--- src/rtl/hazard_pkg.sv ---
`default_nettype none
// hazard_pkg: shared types for the pipeline hazard controller.
// Revision 1.0

package hazard_pkg;

    typedef enum logic [1:0] {
        FWD_RF  = 2'b00,
        FWD_WB  = 2'b01,
        FWD_MEM = 2'b10
    } fwd_sel_t;

    typedef enum logic [1:0] {
        RUN  = 2'b00,
        WAIT = 2'b01,
        ERR  = 2'b10
    } hz_state_t;

endpackage

`default_nettype wire

--- src/rtl/hazard_ctrl_fwd_unit.sv ---
`default_nettype none
// fwd_unit: selects the E-stage operand source for one source register.
// Revision 1.0

module fwd_unit
    import hazard_pkg::*;
(
    input  logic [4:0] src_addr,
    input  logic [4:0] rd_M,
    input  logic       reg_wr_M,
    input  logic [4:0] rd_W,
    input  logic       reg_wr_W,
    output fwd_sel_t   sel
);

    // The M-stage result is younger than the W-stage result, so it wins.
    always_comb begin
        sel = FWD_RF;
        if (reg_wr_M && (rd_M != 5'd0) && (rd_M == src_addr)) begin
            sel = FWD_MEM;
        end else if (reg_wr_W && (rd_W != 5'd0) && (rd_W == src_addr)) begin
            sel = FWD_WB;
        end
    end

endmodule

`default_nettype wire

--- src/rtl/hazard_ctrl.sv ---
`default_nettype none
// hazard_ctrl: stall/flush/forward control with memory wait sequencing and event counters.
// Revision 1.0

module hazard_ctrl
    import hazard_pkg::*;
#(
    parameter int MEM_TIMEOUT = 256
) (
    input  logic        clk,
    input  logic        reset,
    input  logic [4:0]  rs1_addr_D,
    input  logic [4:0]  rs2_addr_D,
    input  logic [4:0]  rs1_addr_E,
    input  logic [4:0]  rs2_addr_E,
    input  logic [4:0]  rd_E,
    input  logic [4:0]  rd_M,
    input  logic [4:0]  rd_W,
    input  logic        mem_rd_E,
    input  logic        reg_wr_M,
    input  logic        reg_wr_W,
    input  logic        br_taken_E,
    input  logic        mem_req_M,
    input  logic        mem_ready,
    output logic        stall_F,
    output logic        stall_D,
    output logic        stall_E,
    output logic        stall_M,
    output logic        flush_D,
    output logic        flush_E,
    output logic        flush_W,
    output logic [1:0]  fwd_a_E,
    output logic [1:0]  fwd_b_E,
    output logic        mem_err,
    output logic [31:0] stall_cycles,
    output logic [31:0] flush_events
);

    localparam int WAIT_W = $clog2(MEM_TIMEOUT + 1);
    localparam logic [WAIT_W-1:0] LAST_WAIT = WAIT_W'(MEM_TIMEOUT - 1);

    hz_state_t         state;
    logic [WAIT_W-1:0] wait_cnt;
    logic              mem_err_q;
    fwd_sel_t          fwd_a;
    fwd_sel_t          fwd_b;
    logic              freeze;
    logic              load_use;

    fwd_unit u_fwd_a (
        .src_addr (rs1_addr_E),
        .rd_M     (rd_M),
        .reg_wr_M (reg_wr_M),
        .rd_W     (rd_W),
        .reg_wr_W (reg_wr_W),
        .sel      (fwd_a)
    );

    fwd_unit u_fwd_b (
        .src_addr (rs2_addr_E),
        .rd_M     (rd_M),
        .reg_wr_M (reg_wr_M),
        .rd_W     (rd_W),
        .reg_wr_W (reg_wr_W),
        .sel      (fwd_b)
    );

    assign fwd_a_E = reset ? 2'b00 : fwd_a;
    assign fwd_b_E = reset ? 2'b00 : fwd_b;
    assign mem_err = mem_err_q & ~reset;

    assign freeze = ((state == RUN)  && mem_req_M && !mem_ready) ||
                    ((state == WAIT) && !mem_ready) ||
                    (state == ERR);

    assign load_use = mem_rd_E && (rd_E != 5'd0) &&
                      ((rd_E == rs1_addr_D) || (rd_E == rs2_addr_D));

    // Freeze never flushes D/E: a flush would override the hold and lose the instruction.
    always_comb begin
        stall_F = 1'b0;
        stall_D = 1'b0;
        stall_E = 1'b0;
        stall_M = 1'b0;
        flush_D = 1'b0;
        flush_E = 1'b0;
        flush_W = 1'b0;
        if (!reset) begin
            if (freeze) begin
                stall_F = 1'b1;
                stall_D = 1'b1;
                stall_E = 1'b1;
                stall_M = 1'b1;
                flush_W = 1'b1;
            end else if (br_taken_E) begin
                flush_D = 1'b1;
                flush_E = 1'b1;
            end else if (load_use) begin
                stall_F = 1'b1;
                stall_D = 1'b1;
                flush_E = 1'b1;
            end
        end
    end

    always_ff @(posedge clk) begin
        if (reset) begin
            state        <= RUN;
            wait_cnt     <= '0;
            mem_err_q    <= 1'b0;
            stall_cycles <= 32'd0;
            flush_events <= 32'd0;
        end else begin
            case (state)
                RUN: begin
                    if (mem_req_M && !mem_ready) begin
                        state    <= WAIT;
                        wait_cnt <= WAIT_W'(1);
                    end
                end
                WAIT: begin
                    if (mem_ready) begin
                        state    <= RUN;
                        wait_cnt <= '0;
                    end else if (wait_cnt == LAST_WAIT) begin
                        state     <= ERR;
                        mem_err_q <= 1'b1;
                    end else begin
                        wait_cnt <= wait_cnt + WAIT_W'(1);
                    end
                end
                ERR: begin
                    state <= ERR;
                end
                default: begin
                    state    <= RUN;
                    wait_cnt <= '0;
                end
            endcase

            if (stall_D) begin
                stall_cycles <= stall_cycles + 32'd1;
            end
            if (flush_E) begin
                flush_events <= flush_events + 32'd1;
            end
        end
    end

endmodule

`default_nettype wire

--- config.mk ---
export PLATFORM = sky130hd
export DESIGN_NAME = hazard_ctrl
export DESIGN_NICKNAME = d
export VERILOG_FILES = /design/src/rtl/hazard_pkg.sv /design/src/rtl/hazard_ctrl_fwd_unit.sv /design/src/rtl/hazard_ctrl.sv
export SDC_FILE = /design/constraint.sdc
export NUM_CORES = 1
export LEC_CHECK = 0
export ABC_AREA = 1
export BUFFER_PORTS_ARGS = -buffer_cell sky130_fd_sc_hd__buf_4
export CAP_MARGIN = 20
export CORE_ASPECT_RATIO = 1.2
export CORE_MARGIN = 2
export CORE_UTILIZATION = 45
export DETAILED_ROUTE_END_ITERATION = 10
export GPL_TIMING_DRIVEN = 0
export PLACE_DENSITY = 0.75
export SYNTH_ARGS = -nofsm -noshare
export SYNTH_HDL_FRONTEND = slang
export SYNTH_SLANG_ARGS = --single-unit
export TNS_END_PERCENT = 1
--- constraint.sdc ---
create_clock -name clk -period 2.05 [get_ports clk]
set_input_delay 0.205 -clock clk [delete_from_list [all_inputs] [get_ports clk]]
set_output_delay 0.205 -clock clk [all_outputs]
set_load 0.02 [all_outputs]
**Word-level counts from Yosys, hierarchy flattened**

Cells that the tools add are included.

- Bits in registers: 76
- Input port bits: 43
- Output and inout port bits: 76
- Word-level logic and storage cells: 73

- $add $sub $neg: 3
- Equality and inequality tests: 12
- Muxes and demuxes: 26
- Bitwise operators: 4
- Reduce and logical (&&, ||, !) cells: 23

Operators with widths:

| operator | number |
|---|---|
| $add A32 B1 Y32 const B | 2 |
| $eq A5 B5 Y1 | 6 |
| $mux W9 | 3 |
| $pmux W9 S3 | 1 |
| $reduce_bool A5 Y1 | 3 |
| $mux W1 | 14 |
| $mux W2 | 7 |
| $logic_and A1 B1 Y1 | 12 |
| $add A9 B1 Y9 const B | 1 |
| $eq A9 B8 Y1 const B | 1 |
| $pmux W2 S3 | 1 |
| $reduce_and A3 Y1 | 2 |
| $logic_or A1 B1 Y1 | 3 |
| $ne A3 B2 Y1 const B | 1 |
| $ne A3 B3 Y1 const B | 1 |
| $not A1 Y1 | 3 |
| $eq A2 B1 Y1 const B | 1 |
| $eq A2 B2 Y1 const B | 1 |
| $logic_not A2 Y1 | 1 |
| $ne A2 B1 Y1 const B | 1 |
| $reduce_and A2 Y1 | 1 |
| $and A1 B1 Y1 | 1 |
| $logic_not A1 Y1 | 1 |

**Longest topological paths before layout**

Gate-level depths: netlist of the first run.

- Word-level depth: 7
- Depth in mapped cells: 13
- Depth with buffers taken out: 13

**Hierarchy**

Synthesis of the first run repeated with hierarchy kept, for this count alone.

- Cells, all modules: 877
- Area, all modules: 5,159.9 um^2

Modules (own cells, without submodules):

| module | instances | cells an instance | area each (um^2) | seq. area each (um^2) |
|---|---|---|---|---|
| hazard_ctrl | 1 | 777 | 4,732.0 | 1,521.5 |
| fwd_unit | 2 | 50 | 214.0 | 0.0 |

**Worst setup path before layout of the first run**

No wires, ideal clock.

- Path kind: register to register
- Start: register stall_cycles[0]
- End: register stall_cycles[28]
- Library setup time: 115 ps
- Data arrival time: 1,658 ps
- Data required time: 1,935 ps
- Setup slack: 277 ps
- Stages on the path, launching flop included: 13
- Buffers on the path: 0
- Period minus slack after synthesis: 1,773 ps
- Cell sequence: dfxtp_1 ha_1 nand2_1 inv_2 nand3_2 nor2_4 nand2_2 nor2_2 nand2_2 nor2_2 nand3_1 nand2_1 nor2_1

- Word-level cells in the longest chain between the ends: 1

RTL lines:

| item | RTL line | RTL |
|---|---|---|
| start, declared | hazard_ctrl.sv:35 | `output logic [31:0] stall_cycles,` |
| start signal, assigned | hazard_ctrl.sv:142 | `stall_cycles <= stall_cycles + 32'd1;` |
| $add A32 B1 Y32 | hazard_ctrl.sv:142 |  |

No other way between the ends.
A chain may end at the register's enable or synchronous reset.

**Worst setup path after layout of the first run**

- Start: register state[0]
- End: output flush_E

- Word-level cells in the longest chain between the ends: 7
- Elaborated cells on any way between the ends: 10
- Those cells by class: 2 x eq/ne; 2 x mux; 6 x reduce/logical

RTL lines:

| item | RTL line | RTL |
|---|---|---|
| start, declared | hazard_ctrl.sv:42 | `hz_state_t state;` |
| start signal, assigned | hazard_ctrl.sv:108 | `state <= RUN;` |
| start signal, assigned | hazard_ctrl.sv:117 | `state <= WAIT;` |
| start signal, assigned | hazard_ctrl.sv:123 | `state <= RUN;` |
| $logic_not A2 Y1 | hazard_ctrl.sv:72 | `assign freeze = ((state == RUN) && mem_req_M && !mem_ready) \|\|` |
| $logic_and A1 B1 Y1 (2 in a row) | hazard_ctrl.sv:72 |  |
| $logic_or A1 B1 Y1 | hazard_ctrl.sv:72 |  |
| $logic_or A1 B1 Y1 (*) | hazard_ctrl.sv:73 | `((state == WAIT) && !mem_ready) \|\|` |
| $mux W1 (*) | hazard_ctrl.sv:89 | `if (freeze) begin` |
| $mux W1 (*) | hazard_ctrl.sv:88 | `if (!reset) begin` |
| end, declared | hazard_ctrl.sv:30 | `output logic flush_E,` |

Mark *: on every way between the ends. The rest lies on a longest branch, timed or not.

==> run metrics, run 1 <==
LEAKAGE 0.002763 µW; die height 119.4 µm; Ports 119; clk_lat worst skew 340 ps; Reg clk slew, reported paths 60 ps; CP max-delay cell dfxtp_1; vias 5,522; Main synth FF type dfxtp_1; routed length per placed instance 13.73 µm; min Tclk post-route 1982 ps; Cell Area, Synth 0.004995 mm²; GR Util All Layers 0.2509; clk_skew 4.319 ps; Post-synth top cells 229 x nand2_1, 113 x nor2_1, 85 x nand3_1, 77 x inv_1, 76 x dfxtp_1; drt first pass iters 4; area of the die 0.01196 mm²; CP dominant cell by count inv_2; Synth top area share 0.3046; outcome finished clean; Final Cycle Share 0.9668; worst path arrival time 1780 ps; CP top delay family simple AND/OR/NAND/NOR gates; DRT iter0 DRCs 240; core area 0.01093 mm²; Post-DP Area 0.006038 mm²; Root Driver clkbuf_16; Synth Register Bits 76; cell taking the most area after synthesis dfxtp_1; fin area 0.006384 mm²; top-count cell post-synth nand2_1; Bufs and invs on worst path 5; sequential fraction of the synthesis area 0.3046; Post-Syn Instances 805; placer's final routability congestion estimate 0.9830; GR met3 Demand/Resource 0.03873; cell row count 42; ANT nets after route 0; Bufs on Longest Clock Path 2; Top Usage Layer GRT met2; Crit Path Max Fanout 10; element type at the critical path end output port; Slew Limit Fails 0; met2 Usage GRT 0.4350; TritonCTS clock tree done; final wirelength 14.70 mm; Avg Cell Area, Syn 6.205 µm²; Min Hold Slack 216.8 ps; final setup vio count 0; RSZ-0062 raised after global routing true; async set or reset register ratio after synthesis 0; largest net degree at the start of global routing 12; ant diodes 0; post-layout net count 983; Ys Warns 0; worst path cell trace inv_2 -> nor3_4 -> inv_2 -> nand3_4 -> nor2_4 -> nand2_2 -> buf_6 -> inv_2 -> buf_4; max cap viols 0; met1 Use GR 0.2996; port buffer count 117; initial antenna violation count 0; total power 3422 µW; vias in the first global route 5,242; cts bufs inserted 9; Chip Width 100.2 µm; CP max stage delay 320 ps; clk sinks 76; drt drc 0; # H-tree levels 3; worst-margin pin slew 712.4 ps; Setup CP Type flop to output port; Tightest Hold Check Type input pin to flop; power density cells 536.0 mW/mm²; syn_nets 852; post-DP HPWL 11.34 mm; DR vias/cell 5.156; Slew Limit Headroom 0.5250; share of cells above drive strength 1 0.2194; Critical Path Start Type flop; largest cells by area after synthesis dfxtp_1 30%, nand2_1 17%, nand3_1 8.5%; Unique masters post-synth 34; Initial Utilization 0.4570; EDFF count, synth 0; global-route wire length before repair 24.14 mm; Max Clk Rate 504.6 MHz; hold_buf cts 0; Worst VDD drop 0.3992 mV; grt total ovfl 0; Worst EP required 1850 ps; number of fill cells 1,125; Fin. Hold Viols 0; area grow syn2layout 27.81%
==> cells by family (layout without fill, tap and decap cells) <==
kind of cell,count (synthesis),after routing,share of synthesized area
AOI/OAI and AO/OA,77,77,0.08041
xor gates and xnor gates,35,35,0.06137
adders and majority gates,4,4,0.01002
buffers and inverters,112,246,0.09970
DFF,76,76,0.3046
and+or+nand+nor,501,501,0.4439
==> registers in the layout (all words and copies together), names as in the netlist <==
| register | count |
|---|---|
| flush_events | 32 |
| stall_cycles | 32 |
| mem_err_q | 1 |
| wait_cnt | 9 |
| state | 2 |
==> timing repair <==
item	CTS	global route
pin swaps	1	1
endpoints found under the setup margin	4	18
buffers inserted	2	1
resized for setup	8	13
==> final timing paths <==
kind / slack [ps] / cells past startpoint / end / startpoint
worst max register to register: 140 / 13 / wait_cnt[4]$_SDFFE_PP0P_ / wait_cnt[0]$_SDFFE_PP0P_
worst min-delay path: 220 / 3 / state[0]$_SDFFE_PP0P_ / mem_req_M
worst min register to register: 470 / 2 / mem_err_q$_SDFFE_PP0P_ / mem_err_q$_SDFFE_PP0P_
worst max-delay path: 70 / 9 / flush_E / state[0]$_SDFFE_PP0P_
==> power by group <==
part | switching [µW] | leakage, µW | internal [µW]
sequential | 18.2 | 0.000615 | 1490
combinational | 274 | 0.00202 | 191
clock | 610 | 0.000125 | 838
==> through the flow <==
stage | worst slack, ps | util | std cells | TNS, ps
6_report | 68.12 | 0.5840 | 1071 | 0
5_1_grt | -44.59 | 0.5840 | 1071 | -104.3
4_1_cts | 5.232 | 0.5802 | 1070 | 0
3_5_place_dp | 16.66 | 0.5524 | 1054 | 0
3_3_place_gp | 36.56 | 0.5524 | 1054 | 0
2_1_floorplan | 276.6 | - | 805 | 0
==> cell usage in the layout (no fill, tap or decap), drive strengths merged <==
master,netlist,routed
nand3,90,90
nor4,3,3
o211ai,1,1
nor3,25,25
dfxtp,76,76
a221oi,1,1
nand4,9,9
nand2,236,236
xnor2,12,12
or2,5,5
ha,4,4
o211a,1,1
o21a,1,1
a21oi,62,62
o21bai,1,1
nand3b,5,5
clkinvlp,0,1
nor2,127,127
clkinv,1,2
inv,85,85
o21ai,10,10
clkbuf,8,20
xor2,23,23
buf,18,138
nor3b,1,1
==> routing by layer <==
metal,up-vias,wire length [µm]
met5,-,0
met1,2484,6204
met2,163,7294
met4,0,544
li1,2829,-
met3,46,659
==> worst reg2reg max path, delay by kind of cell, from the launching register on <==
family | cells | cell delay (ps)
DFF | 1 | 370
adders and majority gates | 2 | 420
buffers and inverters | 1 | 70
and+or+nand+nor | 8 | 780
AOI/OAI and AO/OA | 2 | 150
==> cell type report <==
class                   instances  area, µm²  area share
plain buffers                  26      175.2     0.02744
clock inverters                 2      12.51    0.001960
repair buffers                120      900.9      0.1411
well taps                     132      165.2     0.02587
clock buffers                  12      246.5     0.03861
flip-flops and latches         76       1526      0.2391
multi-input cells             617       3029      0.4745
inverters                      86      327.8     0.05135
(Power assumes the default switching activity.)
==> run 2: changes to the inputs <==
--- a/config.mk
+++ b/config.mk
@@ -16,2 +16,3 @@
 export PLACE_DENSITY = 0.75
+export REMOVE_ABC_BUFFERS = 1
 export SYNTH_ARGS = -nofsm -noshare
==> constraint.sdc (replaced) <==
create_clock -name clk -period 2.05 [get_ports clk]
set_input_delay 0.41 -clock clk [delete_from_list [all_inputs] [get_ports clk]]
set_output_delay 0.41 -clock clk [all_outputs]
set_load 0.02 [all_outputs]
==> run metrics, run 2 (synthesized netlist as in run 1, its figures left out) <==
fin area 0.006465 mm² (+1.3%); Crit Path Max Fanout 8 (-2); Post-DP Area 0.005898 mm² (-2.3%); Worst R2R Setup Slack 170 ps (+30 ps); TritonCTS clock tree done; commonest cells after routing, fill and taps aside 224 x nand2_1, 126 x buf_4, 111 x nor2_1; ANT nets after route 0 (unchanged); ant diodes 0 (unchanged); Setup CP Type flop to output port; DRT iter0 DRCs 241 (+0.42%); dpl cells 1,030 (-2.3%); Tightest Hold Check Type input pin to flop; Ports 119 (unchanged); LEAKAGE 0.002751 µW (-0.43%); core area 0.01093 mm² (unchanged); clk_skew 8.614 ps (+4.296 ps); final setup vio count 0 (unchanged); Fin. Hold Viols 0 (unchanged); RSZ-0062 raised after global routing true; clk sinks 76 (unchanged); worst path arrival time 1620 ps (-160 ps); die height 119.4 µm (unchanged); Reg2Reg Depth 12 (-1); largest net degree at the start of global routing 44 (+32); Max Clk Rate 493.6 MHz (-2.2%); Critical Path Start Type flop; Root Driver clkbuf_16; area of the die 0.01196 mm² (unchanged); placer's final routability congestion estimate 0.9089 (-7.5%); reg2reg start wait_cnt[1]$_SDFFE_PP0P_; drt drc 0 (unchanged); Worst EP required 1640 ps (-210 ps); DR vias/cell 5.185 (+0.56%); Initial Utilization 0.4570 (unchanged); Final Cycle Share 0.9883 (+0.02149); final wirelength 14.19 mm (-3.5%); post-DP HPWL 9.226 mm (-19%); port buffer count 118 (+0.85%); routed length per placed instance 13.38 µm (-2.5%); power density cells 553.1 mW/mm² (+3.2%); most common cell after layout, fill and taps aside nand2_1; max cap viols 0 (unchanged); hold_buf cts 0 (unchanged); cts bufs inserted 9 (unchanged); share of cells above drive strength 1 0.2284 (+0.009066); initial antenna violation count 0 (unchanged); Slew Limit Fails 0 (unchanged); Reg clk slew, reported paths 60 ps (about the same); Min-Delay Path Depth 4 (+1); Hold Path End wait_cnt[1]$_SDFFE_PP0P_; top flop regs flush_events (32), stall_cycles (32), wait_cnt (9); reg2reg end wait_cnt[6]$_SDFFE_PP0P_; area grow syn2layout 29.43%; cell row count 42 (unchanged); grt total ovfl 0 (unchanged); GR Util All Layers 0.2434 (-0.007519); Chip Width 100.2 µm (unchanged); vias in the first global route 5,110 (-2.5%); outcome finished clean; hold wc startpoint mem_ready; vias 5,496 (-0.47%); drt first pass iters 4 (unchanged); Slew Limit Headroom 0.5181 (-0.006996); Bufs on Longest Clock Path 2 (unchanged); min Tclk post-route 2026 ps (+44.05 ps); worst-margin pin slew 722.1 ps (+9.717 ps); element type at the critical path end output port; Worst VDD drop 0.5807 mV (+45%); Post-Layout Cell Count 1,060 (-1.0%); global-route wire length before repair 23.71 mm (-1.8%); post-layout net count 970 (-1.3%); # H-tree levels 3 (unchanged); clk_lat worst skew 340 ps (about the same)
-- run 2: cell types whose count changed in the layout (fill, tap and decap cells not counted), moves of 2 or more --
| cell | before | now |
|---|---|---|
| clkinvlp_4 | 1 | 4 |
| inv_4 | 2 | 0 |
| nand2_2 | 7 | 9 |
| clkbuf_1 | 10 | 2 |
| buf_6 | 7 | 1 |
| dfxtp_2 | 4 | 2 |
| nand2_4 | 2 | 4 |
| buf_2 | 5 | 0 |
| nand2_1 | 227 | 224 |
| nand2_8 | 0 | 3 |
| dfxtp_4 | 0 | 2 |
-- run 2: what timing repair did --
item	in CTS	in global routing
resized for setup	21	20
endpoints found under the setup margin	50	23
gates cloned	5	0
buffers inserted	6	3
pin swaps	6	3
-- run 2: worst max path at each step --
stage,startpoint,to,cells past startpoint
2_1_floorplan,mem_ready,stall_D,7
3_3_place_gp,reset,stall_F,5
3_5_place_dp,mem_ready,stall_F,9
4_1_cts,state[0]$_SDFFE_PP0P_,flush_E,7
5_1_grt,rd_E[3],stall_F,12
6_report,state[0]$_SDFFE_PP0P_,stall_F,9
-- run 2: area by class of cell --
cell class                 instances  area [µm²]
clock buffer                      11       232.7
timing repair buffer             128       984.7
sequential                        76        1531
inverter                          86       339.1
tap                              132       165.2
clock inverter                     5       61.31
fill                            1017        4466
multi-input combinational        622        3151
-- run 2: metal layers --
| layer | GRT usage | part of all wire | up-vias |
|---|---|---|---|
| met5 | 0 | 0 | - |
| met1 | 0.2899 | 0.42 | 2458 |
| li1 | - | - | 2803 |
| met3 | 0.05047 | 0.063 | 35 |
| met2 | 0.4144 | 0.49 | 200 |
| met4 | 0.1130 | 0.026 | 0 |
-- run 2: where the power goes --
part | switching, µW | total (µW) | internal (µW)
Sequential | 18.4 | 1510 | 1490
Clock | 651 | 1600 | 948
Combinational | 287 | 469 | 183
-- run 2: worst max-delay path, stage by stage (launching register included) --
cell	delay [ps]
dfxtp_2	340
inv_2	60
nor3_4	240
inv_2	90
nand3_4	120
inv_8	80
nand2_8	70
nand2_2	80
inv_2	70
buf_4	130
-- run 2: per-stage QoR --
stage | hold slack (ps) | TNS, ps | utilization | setup slack [ps] | power, µW
finish | 395.5 | 0 | 0.5915 | 24.07 | 3576
global route | 396.3 | -247.4 | 0.5915 | -55.57 | 3711
CTS | 401.2 | 0 | 0.5840 | 2.767 | 3581
detailed placement | 452.6 | -16920 | 0.5396 | -731.8 | 1924
global placement | 446.7 | -36020 | 0.5371 | -1190 | 1916
floorplan | 430.4 | -482.8 | - | -241.4 | 1743
==> run 3: changes to the inputs <==
==> constraint.sdc (replaced) <==
create_clock -name clk -period 2.05 [get_ports clk]
set_input_delay 0.205 -clock clk [delete_from_list [all_inputs] [get_ports clk]]
set_output_delay 0.205 -clock clk [all_outputs]
set_load 0.02 [all_outputs]
==> run metrics, run 3 (synthesized netlist as in run 1, its figures left out) <==
Setup CP Type flop to output port; Bufs and invs on worst path 3 (-2); share of cells above drive strength 1 0.2133 (-0.01517); Max Clk Rate 510.3 MHz (+3.4%); Bufs on Longest Clock Path 2 (unchanged); CP max stage delay 440 ps (+100 ps); initial antenna violation count 0 (unchanged); Slew Limit Headroom 0.5125 (-0.005570); commonest cells after routing, fill and taps aside 226 x nand2_1, 120 x buf_4, 111 x nor2_1; ANT nets after route 0 (unchanged); Post-Layout Cell Count 1,051 (-0.85%); clk_lat worst skew 340 ps (about the same); vias in the first global route 4,950 (-3.1%); Reg clk slew, reported paths 60 ps (about the same); FF/Latch Area 0.001526 mm² (-0.33%); CP max-delay cell dfxtp_1; placer's final routability congestion estimate 0.9089 (unchanged); Min Hold Slack 194.0 ps (-201.6 ps); DR vias/cell 5.105 (-1.5%); clk sinks 76 (unchanged); Fin. Hold Viols 0 (unchanged); Worst VDD drop 0.5791 mV (-0.26%); # H-tree levels 3 (unchanged); most common cell after layout, fill and taps aside nand2_1; DRT iter0 DRCs 208 (-14%); Post-DP Area 0.005898 mm² (unchanged); max cap viols 0 (unchanged); footprint of the multi-input gates 0.003110 mm² (-1.3%); outcome finished clean; post-DP HPWL 9.226 mm (unchanged); area of the die 0.01196 mm² (unchanged); cell row count 42 (unchanged); Tightest Hold Check Type input pin to flop; global-route wire length before repair 22.29 mm (-6.0%); Slew Limit Fails 0 (unchanged); Chip Width 100.2 µm (unchanged); ant diodes 0 (unchanged); drt first pass iters 5 (+1); CP dominant cell by count inv_2; final wirelength 13.56 mm (-4.4%); Root Driver clkbuf_16; grt total ovfl 0 (unchanged); Final Cycle Share 0.9560 (-0.03228); number of fill cells 1,043 (+2.6%); port buffer count 118 (unchanged); final setup vio count 0 (unchanged); Crit Path Max Fanout 29 (+21); element type at the critical path end output port; die height 119.4 µm (unchanged); GR Util All Layers 0.2260 (-0.01741); cts bufs inserted 9 (unchanged); fin area 0.006357 mm² (-1.7%); hold_buf cts 0 (unchanged); worst path arrival time 1750 ps (+130 ps); drt drc 0 (unchanged); post-layout net count 961 (-0.93%); Critical Path Start Type flop; worst path cell trace nor3_4 -> inv_2 -> nand3_4 -> nor2_4 -> nand2_8 -> inv_2 -> buf_4; CP top delay family simple AND/OR/NAND/NOR gates; TritonCTS clock tree done; RSZ-0062 raised after global routing true; Initial Utilization 0.4570 (unchanged); clk_skew 9.893 ps (+1.279 ps); power density cells 557.6 mW/mm² (+0.82%); worst-margin pin slew 730.5 ps (+8.346 ps); Worst EP required 1850 ps (+210 ps); routed length per placed instance 12.90 µm (-3.6%); vias 5,365 (-2.4%); area grow syn2layout 27.28%; top flop regs flush_events (32), stall_cycles (32), wait_cnt (9); min Tclk post-route 1960 ps (-66.17 ps); Ports 119 (unchanged); largest net degree at the start of global routing 58 (+32%); LEAKAGE 0.002709 µW (-1.5%); dpl cells 1,030 (unchanged); core area 0.01093 mm² (unchanged)
[run 3: final cells by class]
type                       instances  share of cell area
tap                              132             0.02598
multi-input combinational        620              0.4893
sequential                        76              0.2401
inverter                          86             0.05235
clock inverter                     5            0.009644
clock buffer                      11             0.03661
timing repair buffer             121              0.1460
[run 3: report_power, final]
part	switching (µW)	total (µW)	internal [µW]
registers	18.3	1510	1490
logic	267	434	167
clock network	655	1600	949
total	940	3540	2600
[run 3: worst reg2reg max path: stages, from the launching register on]
cell     delay (ps)
dfxtp_1         480
ha_1            300
nand3_2         160
nor2_4          200
nand2_2         120
nor2_2          160
xor2_1          170
nand3_1          90
a21oi_1         150
[run 3: metal layers]
layer  routed length, µm  GRT usage
met5                   0          0
met4                 310    0.09418
met3                 863    0.04754
met2                6559     0.3846
met1                5830     0.2735
[run 3: per-stage QoR]
step                setup WS [ps]  setup TNS, ps    util  total power, µW
detailed placement         -338.3          -5043  0.5396             1924
finish                      90.24              0  0.5816             3545
CTS                        -92.25         -183.2  0.5714             3531
floorplan                   38.73              0       -             1743
global placement           -780.3         -20510  0.5371             1916
global route               -38.62         -150.6  0.5816             3684
[run 3: worst paths after layout]
kind | start | end | slack (ps) | depth (start not counted)
worst max-delay path | state[1]$_SDFFE_PP0P_ | flush_E | 90 | 7
worst min-delay path | mem_ready | wait_cnt[1]$_SDFFE_PP0P_ | 190 | 4
worst max register to register | flush_events[0]$_SDFFE_PP0P_ | flush_events[12]$_SDFFE_PP0P_ | 160 | 8
worst min register to register | mem_err_q$_SDFFE_PP0P_ | mem_err_q$_SDFFE_PP0P_ | 460 | 2
[run 3: repair_timing]
item                                    in CTS  in global routing
gates cloned                                 1                  2
endpoints found under the hold margin        0                  0
setup buffers                                1                  1
endpoints found under the setup margin      47                 16
pin swaps                                    3                  1
resized for setup                            8                 21
